## config.mk

```make
export PLATFORM = sky130hd
export DESIGN_NAME = period_meter
export DESIGN_NICKNAME = d
export VERILOG_FILES = /design/src/rtl/period_meter_pkg.sv /design/src/rtl/sync_rise.sv /design/src/rtl/period_meter.sv
export SDC_FILE = /design/constraint.sdc
export NUM_CORES = 1
export LEC_CHECK = 0
export ABC_AREA = 1
export CAP_MARGIN = 20
export CELL_PAD_IN_SITES_DETAIL_PLACEMENT = 1
export CELL_PAD_IN_SITES_GLOBAL_PLACEMENT = 2
export CORE_ASPECT_RATIO = 0.75
export CORE_MARGIN = 3
export CORE_UTILIZATION = 33
export DETAILED_ROUTE_END_ITERATION = 8
export PLACE_DENSITY = 0.88
export SLEW_MARGIN = 10
export SYNTH_ARGS = -nofsm -noshare
export SYNTH_HDL_FRONTEND = slang
export SYNTH_SLANG_ARGS = --single-unit
```

## constraint.sdc

```tcl
create_clock -name clk -period 2.1 [get_ports clk]
set_clock_uncertainty 0.2 [all_clocks]
set_input_delay 0.315 -clock clk [delete_from_list [all_inputs] [get_ports clk]]
set_output_delay 0.315 -clock clk [all_outputs]
set_load 0.02 [all_outputs]
```

## src/rtl/period_meter_pkg.sv

```systemverilog
// rtl/period_meter_pkg.sv - shared state encoding and parameter defaults for period_meter
package period_meter_pkg;

  localparam int DEF_CNT_W   = 22;
  localparam int DEF_MAX_CNT = 'h3FFFFF;

  typedef enum logic [1:0] {
    ST_IDLE,
    ST_ARM,
    ST_MEASURE,
    ST_DONE
  } state_t;

endpackage

```

## src/rtl/sync_rise.sv

```systemverilog
// rtl/sync_rise.sv - two-flop synchronizer plus rising-edge detector for an async input
module sync_rise (
  input  logic clk,
  input  logic rst_clk,
  input  logic sig,
  output logic rise
);

  // sh[0] metastable stage, sh[1] synchronized value, sh[2] its previous-cycle copy
  logic [2:0] sh;

  always_ff @(posedge clk or negedge rst_clk) begin
    if (!rst_clk) begin
      sh <= '0;
    end else begin
      sh <= {sh[1:0], sig};
    end
  end

  assign rise = sh[1] & ~sh[2];

endmodule

```

## src/rtl/period_meter.sv

```systemverilog
// rtl/period_meter.sv - measures sig_in rising-edge period in clk cycles, single-shot or continuous
module period_meter
  import period_meter_pkg::*;
#(
  parameter int               CNT_W   = DEF_CNT_W,
  parameter logic [CNT_W-1:0] MAX_CNT = CNT_W'(DEF_MAX_CNT)
) (
  input  logic             clk,
  input  logic             rst_clk,
  input  logic             sig_in,
  input  logic             start,
  input  logic             cont,
  output logic [CNT_W-1:0] period,
  output logic             valid,
  output logic             timeout,
  output logic             busy
);

  state_t           state;
  logic [CNT_W-1:0] cnt;
  logic             rise;

  sync_rise u_sync_rise (
    .clk     (clk),
    .rst_clk (rst_clk),
    .sig     (sig_in),
    .rise    (rise)
  );

  always_ff @(posedge clk or negedge rst_clk) begin
    if (!rst_clk) begin
      state   <= ST_IDLE;
      cnt     <= '0;
      period  <= '0;
      valid   <= 1'b0;
      timeout <= 1'b0;
      busy    <= 1'b0;
    end else begin
      valid <= 1'b0;
      case (state)
        ST_IDLE: begin
          if (start) begin
            state <= ST_ARM;
            cnt   <= '0;
            busy  <= 1'b1;
          end
        end
        ST_ARM: begin
          if (rise) begin
            state <= ST_MEASURE;
            cnt   <= CNT_W'(1);
          end else if (cnt == MAX_CNT - CNT_W'(1)) begin
            // The increment that would reach the limit ends the wait instead
            state   <= ST_DONE;
            cnt     <= MAX_CNT;
            period  <= '0;
            timeout <= 1'b1;
            valid   <= 1'b1;
          end else begin
            cnt <= cnt + CNT_W'(1);
          end
        end
        ST_MEASURE: begin
          if (rise) begin
            // A rise coinciding with the limit is still a real measurement
            period  <= cnt;
            timeout <= 1'b0;
            valid   <= 1'b1;
            cnt     <= CNT_W'(1);
            if (!cont) begin
              state <= ST_DONE;
            end
          end else if (cnt == MAX_CNT) begin
            state   <= ST_DONE;
            period  <= '0;
            timeout <= 1'b1;
            valid   <= 1'b1;
          end else begin
            cnt <= cnt + CNT_W'(1);
          end
        end
        ST_DONE: begin
          state <= ST_IDLE;
          busy  <= 1'b0;
        end
        default: begin
          state <= ST_IDLE;
          busy  <= 1'b0;
        end
      endcase
    end
  end

endmodule

```

==> results of run 1 <==
critical path: stages (launching register included):
cell and delay, ps:
dfrtp_2 450, inv_1 110, ha_1 230, inv_1 120, nand2_1 120, nand2_2 140, nor2_1 120, buf_4 190
nand4_1 130, nand2_1 100
cells by family (layout without fill, tap and decap cells):
family	count (synthesis)	in the layout
flops	52	52
compound gates	19	19
xor+xnor	5	5
simple gates	291	291
buf+inv	49	110
fa+ha+maj	6	6
area by class of cell:
cell class                      count  area (sq um)
Fill cell                        1112          4778
Multi-Input combinational cell    321          1582
Sequential cell                    52          1308
Timing Repair Buffer               66         606.8
Inverter                           36         135.1
Tap cell                          108         135.1
Clock buffer                        6         128.9
Clock inverter                      2         35.03
synthesized netlist by cell type:
| library cell | instances |
|---|---|
| or2_2 | 3 |
| o21ai_0 | 11 |
| o211ai_1 | 1 |
| o21ai_2 | 1 |
| nor2_2 | 10 |
| nand4_2 | 1 |
| nand2_2 | 6 |
| nand3_2 | 2 |
| ha_1 | 6 |
| clkbuf_1 | 4 |
| inv_1 | 35 |
| nand2_1 | 168 |
| nor3b_1 | 1 |
| nand3_1 | 45 |
| clkinv_1 | 1 |
| buf_2 | 3 |
| nor2_1 | 31 |
| clkbuf_2 | 1 |
| o31ai_1 | 1 |
| dfrtp_1 | 52 |
| xnor2_1 | 2 |
| xor2_1 | 3 |
| nor2_4 | 2 |
| nand4_1 | 18 |
| buf_6 | 5 |
| a21oi_1 | 4 |
| o22ai_1 | 1 |
| nand3b_1 | 4 |
per-layer routing:
layer / vias up / wire (microns)
li1: 1462 / -
met1: 1471 / 4729
met2: 61 / 4443
met3: 13 / 406
met4: 0 / 127
met5: - / 0
flip-flops by register name, summed over array words and instances (netlist names):
name / count
busy: 1
cnt: 22
period: 22
state: 2
timeout: 1
u_sync_rise.sh: 3
valid: 1
repair_timing:
item                                    4_1_cts  5_1_grt
endpoints found under the setup margin       12       47
hold buffers                                  1        0
setup buffers                                 0        1
gates resized for setup                       2       21
endpoints found under the hold margin        16        0
pin swaps                                     0        1
power groups by stage:
| stage | clock, W | combinational [W] | sequential (W) |
|---|---|---|---|
| 2_1_floorplan | 0 | 0.000755 | 0.00117 |
| 3_3_place_gp | 0 | 0.00124 | 0.00114 |
| 3_5_place_dp | 0 | 0.00128 | 0.00114 |
| 4_1_cts | 0.000959 | 0.00131 | 0.00112 |
| 5_1_grt | 0.00101 | 0.00158 | 0.00115 |
| 6_report | 0.000941 | 0.00143 | 0.00113 |
per-stage QoR:
stage / TNS (ps) / utilization [%] / std cells / total power (W) / hold slack [ps]
2_1_floorplan: 0 / - / 422 / 0.001928 / -180.6
3_3_place_gp: 0 / 42.08 / 581 / 0.002381 / 65.00
3_5_place_dp: -433.7 / 42.08 / 581 / 0.002420 / 73.06
4_1_cts: 0 / 44.14 / 590 / 0.003389 / 153.1
5_1_grt: -61.80 / 45.13 / 591 / 0.003738 / 155.8
6_report: 0 / 45.13 / 591 / 0.003506 / 156.7
path summary, 6_finish.rpt:
path                              startpoint                 to  slack, ps
max                                 state[0]            cnt[19]        130
min                        u_sync_rise.sh[0]  u_sync_rise.sh[1]        160
max reg2reg                         state[0]            cnt[19]        130
min reg2reg                u_sync_rise.sh[0]  u_sync_rise.sh[1]        160
max in group asynchronous            rst_clk            cnt[12]        710
min in group asynchronous            rst_clk          period[5]        300
==> key figures, run 1 <==
Placed design
  • Placed instance area: around 3700 sq um
  • Post-DP HPWL: about 7.3 mm
  • Placer Congestion: around 0.83
  • IO Port Bufs: 29
  • Worst slack, placed: -61.16 ps

Logic synthesis
  • Post-synthesis cell count: 422
  • Post-synthesis mux area share: 0%
  • Synth cell types: 28
  • Simple-gate share of the synthesized area: a little over two fifths
  • Syn Std Cell Area: ~3000 sq um
  • Net count after synthesis: 433
  • Warnings from Yosys: 0
  • Area leader, netlist: dfrtp_1
  • Synth Area in Compound Gates: approximately 3.4%
  • Flops & latches, synth: 52
  • Top-area cell type share of the netlist area: 42.69%
  • Post-synthesis adder-cell area fraction: under 10%
  • Largest family of logic cells by synthesized area: simple AND/OR/NAND/NOR gates
  • Synth Area in XOR/XNOR: under 10%
  • Synth top area cells: dfrtp_1 (43%), nand2_1 (21%), nand3_1 (7.4%)
  • Sequential-to-total area share from yosys stat: 42.69%
  • Synth Area per Inst: just over 7 sq um

Timing
  • Least-Margin Pin Slew: 487.6 ps
  • Final setup margin: 130.5 ps
  • Slew Viols, Final: 0
  • Final Hold Vio Count: 0
  • Minimum clock period: ~2000 ps
  • Max_slew headroom: 67.46%
  • Period utilisation layout: 93.79%
  • Setup violators final: 0
  • Fmax: about 500 MHz

Finish
  • Design area: just under 4000 sq um
  • Most common cell after layout, fill and taps aside: nand2_1
  • Syn-to-layout area delta: 28.94%
  • # diodes: 0
  • Commonest non-fill, non-tap cells in the layout: nand2_1 (165), dfrtp_1 (47), nand3_1 (45), inv_1 (34), buf_4 (32)
  • Share of cells above drive strength 1: between 15 and 20%
  • Fin nets: just under 500

Power
  • Psw: around 0.0014 W
  • LEAKAGE: approximately 1.9 nW
  • Pwr Density: slightly below 900 nW/um^2
  • Sequential share of power: ~32%
  • Maximum VDD drop: ~0.63 mV
  • Internal: approximately 0.0022 W
  • Combinational share of power: 40.8%
  • Switching portion of total power: between 30% and 40%
  • Clock power share: 26.8%

Clock network
  • CTS root buf: clkbuf_16
  • Worst skew pair latency: roughly 290 ps
  • Clock Path Buffers: 2
  • CTS sink cnt: 52
  • CTS tree: done
  • Cts bufs inserted: 5
  • H-tree Lvls: 2
  • Reg clk slew, reported paths: around 70 ps

Global routing
  • Grt met2 use: 31.85%
  • Met1 usage: between 20% and 30%
  • Total track usage: 19.92%
  • First-pass GRT wire length: ~16 mm
  • GR Util met3: a little over 3%
  • Vias in the first global route: roughly 3.2k
  • Initial antenna violation count: 0
  • Global route hottest layer: met2
  • Grt total ovfl: 0
  • Largest net degree at the start of global routing: 23

Setup path
  • R2R depth: 9
  • Worst Path Arrival: around 2000 ps
  • Critical path type: register to register
  • Worst Path Max Fanout: 10
  • CP required: 2130 ps
  • CP Capture Type: register
  • Crit start category: register

Drt
  • Via count: about 3.0k
  • Drt total wl: 9.706 mm
  • Drt pass-1 iters: 4
  • Vias per inst: just over 5
  • Antenna Violating Nets Remaining: 0
  • Initial DRC count: 162
  • WL/cell: ~16 microns
  • # DRC: 0

Flow run
  • Number of max-cap violations: 0

Hold path
  • Hold WC Path Type: register to register
  • Hold depth: 0

Floorplan
  • Die X: approximately 120 microns
  • DIE AREA: 10,440 sq um
  • CORE AREA: between 8000 and 9000 sq um
  • Die extent in y: 89.23 microns
  • Initial Utilization: 35.00%
  • IO Pins: 30
  • Row count: 29

Status
  • Status: completed
(Power assumes the default switching activity.)
==> run 2: changes to the inputs <==
--- a/config.mk
+++ b/config.mk
@@ -6,14 +6,16 @@
 export NUM_CORES = 1
 export LEC_CHECK = 0
 export ABC_AREA = 1
+export ABC_CLOCK_PERIOD_IN_PS = 2100
 export CAP_MARGIN = 20
 export CELL_PAD_IN_SITES_DETAIL_PLACEMENT = 1
 export CELL_PAD_IN_SITES_GLOBAL_PLACEMENT = 2
 export CORE_ASPECT_RATIO = 0.75
 export CORE_MARGIN = 3
-export CORE_UTILIZATION = 33
+export CORE_UTILIZATION = 36
 export DETAILED_ROUTE_END_ITERATION = 8
-export PLACE_DENSITY = 0.88
+export DONT_BUFFER_PORTS = 1
+export PLACE_DENSITY = 0.87
 export SLEW_MARGIN = 10
 export SYNTH_ARGS = -nofsm -noshare
 export SYNTH_HDL_FRONTEND = slang
==> run 2 against run 1 <==
- clock power grew 8%
- combinational power fell by 9%
- register-to-register slack lost 40 ps
- flip-flop and latch count did not move
==> key figures, run 2 (same netlist as run 1, synthesis figures left out) <==
Status
  • Status: completed

Timing
  • Setup TNS: 0 ps
  • Final Hold Vio Count: 0
  • Max_slew headroom: around 66%
  • Slew Viols, Final: 0
  • Least-Margin Pin Slew: just over 500 ps
  • Final setup margin: about 94 ps
  • Fmax: about 500 MHz
  • Minimum clock period: 2006 ps
  • Period utilisation layout: 95.52%
  • Setup violators final: 0

Power
  • Total power: ~0.0035 W
  • Maximum VDD drop: roughly 0.8 mV
  • LEAKAGE: ~1.9 nW
  • Pwr Density: 949.1 nW/um^2

Drt
  • # DRC: 0
  • Drt total wl: about 9.6 mm
  • Via count: ~2.9k
  • Antenna Violating Nets Remaining: 0
  • Vias per inst: slightly above 5
  • Drt pass-1 iters: 4
  • Initial DRC count: 135
  • WL/cell: 17.15 microns

Placed design
  • Post-DP HPWL: between 6 and 7 mm
  • Placer Congestion: approximately 0.87
  • IO Port Bufs: 0
  • Worst slack, placed: -116.7 ps
  • Cells after DPL: roughly 550

Setup path
  • CP max stage cell: dfrtp_1
  • Crit start category: register
  • R2R depth: 12
  • CP required: 2080 ps
  • Crit path buf inv count: 3
  • CP Capture Type: register
  • Worst Path Max Fanout: 12
  • Crit path max-delay family: simple AND/OR/NAND/NOR gates
  • Cell breakdown of the critical path: inv_2, ha_1, inv_1, nor2_2, nand2_1, nor2_2, nand3_2, o21ai_2, nand2_2, buf_6, nand2_1, nand2_1
  • Worst Path Arrival: just under 2000 ps
  • Cell repeated most along the worst path: nand2_1
  • Worst path depth: 12
  • Critical path's largest stage delay: approximately 430 ps
  • Critical path type: register to register

Clock network
  • H-tree Lvls: 2
  • Worst skew pair latency: around 290 ps
  • CTS tree: done
  • CTS root buf: clkbuf_16
  • Cts bufs inserted: 5
  • CTS sink cnt: between 50 and 60
  • Reg clk slew, reported paths: 70 ps
  • Clock Path Buffers: 2

Hold path
  • Hold WC Path Type: input port to register
  • Hold depth: 4

Floorplan
  • Die X: between 100 and 150 microns
  • DIE AREA: 9618 sq um
  • Initial Utilization: 37.83%
  • Row count: 28
  • CORE AREA: approximately 8100 sq um
  • IO Pins: 30
  • Die extent in y: around 86 microns

Finish
  • Share of cells above drive strength 1: 17.94%
  • Finished Core Util: between 40% and 50%
  • Final std cells w/o fill: 562
  • Top flop regs: cnt (22), period (22), u_sync_rise.sh (3)
  • Fin nets: around 470
  • Commonest non-fill, non-tap cells in the layout: nand2_1 (167), dfrtp_1 (51), nand3_1 (45), inv_1 (34), buf_4 (33)
  • Most common cell after layout, fill and taps aside: nand2_1
  • Syn-to-layout area delta: 20.94%
  • # diodes: 0

Global routing
  • First-pass GRT wire length: ~16 mm
  • Vias in the first global route: ~3.0k
  • Initial antenna violation count: 0
  • Grt total ovfl: 0
  • Largest net degree at the start of global routing: 53
  • Total track usage: around a fifth

Flow run
  • Number of max-cap violations: 0
run 2: timing repair:
item,in CTS,in global routing
setup endpoints to repair,22,44
gates resized for setup,2,16
buffers inserted,2,3
hold endpoints to repair,53,0
pin swaps,1,1
cloned,0,0
hold buffers,3,0
run 2: routing by layer:
layer / part of all wire, % / up-vias / GRT usage, % / wire [microns]
li1: - / 1410 / - / -
met1: 48 / 1430 / 28.27 / 4627
met2: 48 / 54 / 34.29 / 4629
met3: 3.4 / 7 / 3.667 / 330
met4: 0.55 / 0 / 2.729 / 53
met5: 0 / - / 0 / 0
run 2: path summary, 6_finish.rpt:
check	from	end	slack, ps
min in group asynchronous	rst_clk	period[6]	360
setup / recovery	cnt[0]	period[9]	90
hold reg to reg	u_sync_rise.sh[0]	u_sync_rise.sh[1]	160
max in group asynchronous	rst_clk	state[0]	1070
hold / removal	start	busy	60
setup reg to reg	cnt[0]	period[9]	90
run 2: worst min-delay path, cell delays in order:
cell     delay [ps]
nand2_1          40
inv_1            50
o22ai_1          70
inv_1            50
run 2: stage by stage:
step / cell area, sq um / hold slack (ps)
global route: 3686 / 97.34
global placement: 3341 / -178.6
finish: 3686 / 58.81
floorplan: 3048 / -180.6
CTS: 3593 / 61.23
detailed placement: 3341 / -178.5
run 2: final cells by class:
cell class	count	area (sq um)
sequential	52	1303
tap	105	131.4
fill	1011	4372
clock inverter	1	30.03
timing repair buffer	40	357.8
multi-input combinational	321	1577
clock buffer	7	152.6
inverter	36	135.1
run 2: where the power goes:
part | internal, W | total [W] | switching [W]
logic | 0.000453 | 0.00130 | 0.000851
registers | 0.00107 | 0.00118 | 0.000108
clock network | 0.000629 | 0.00102 | 0.000387
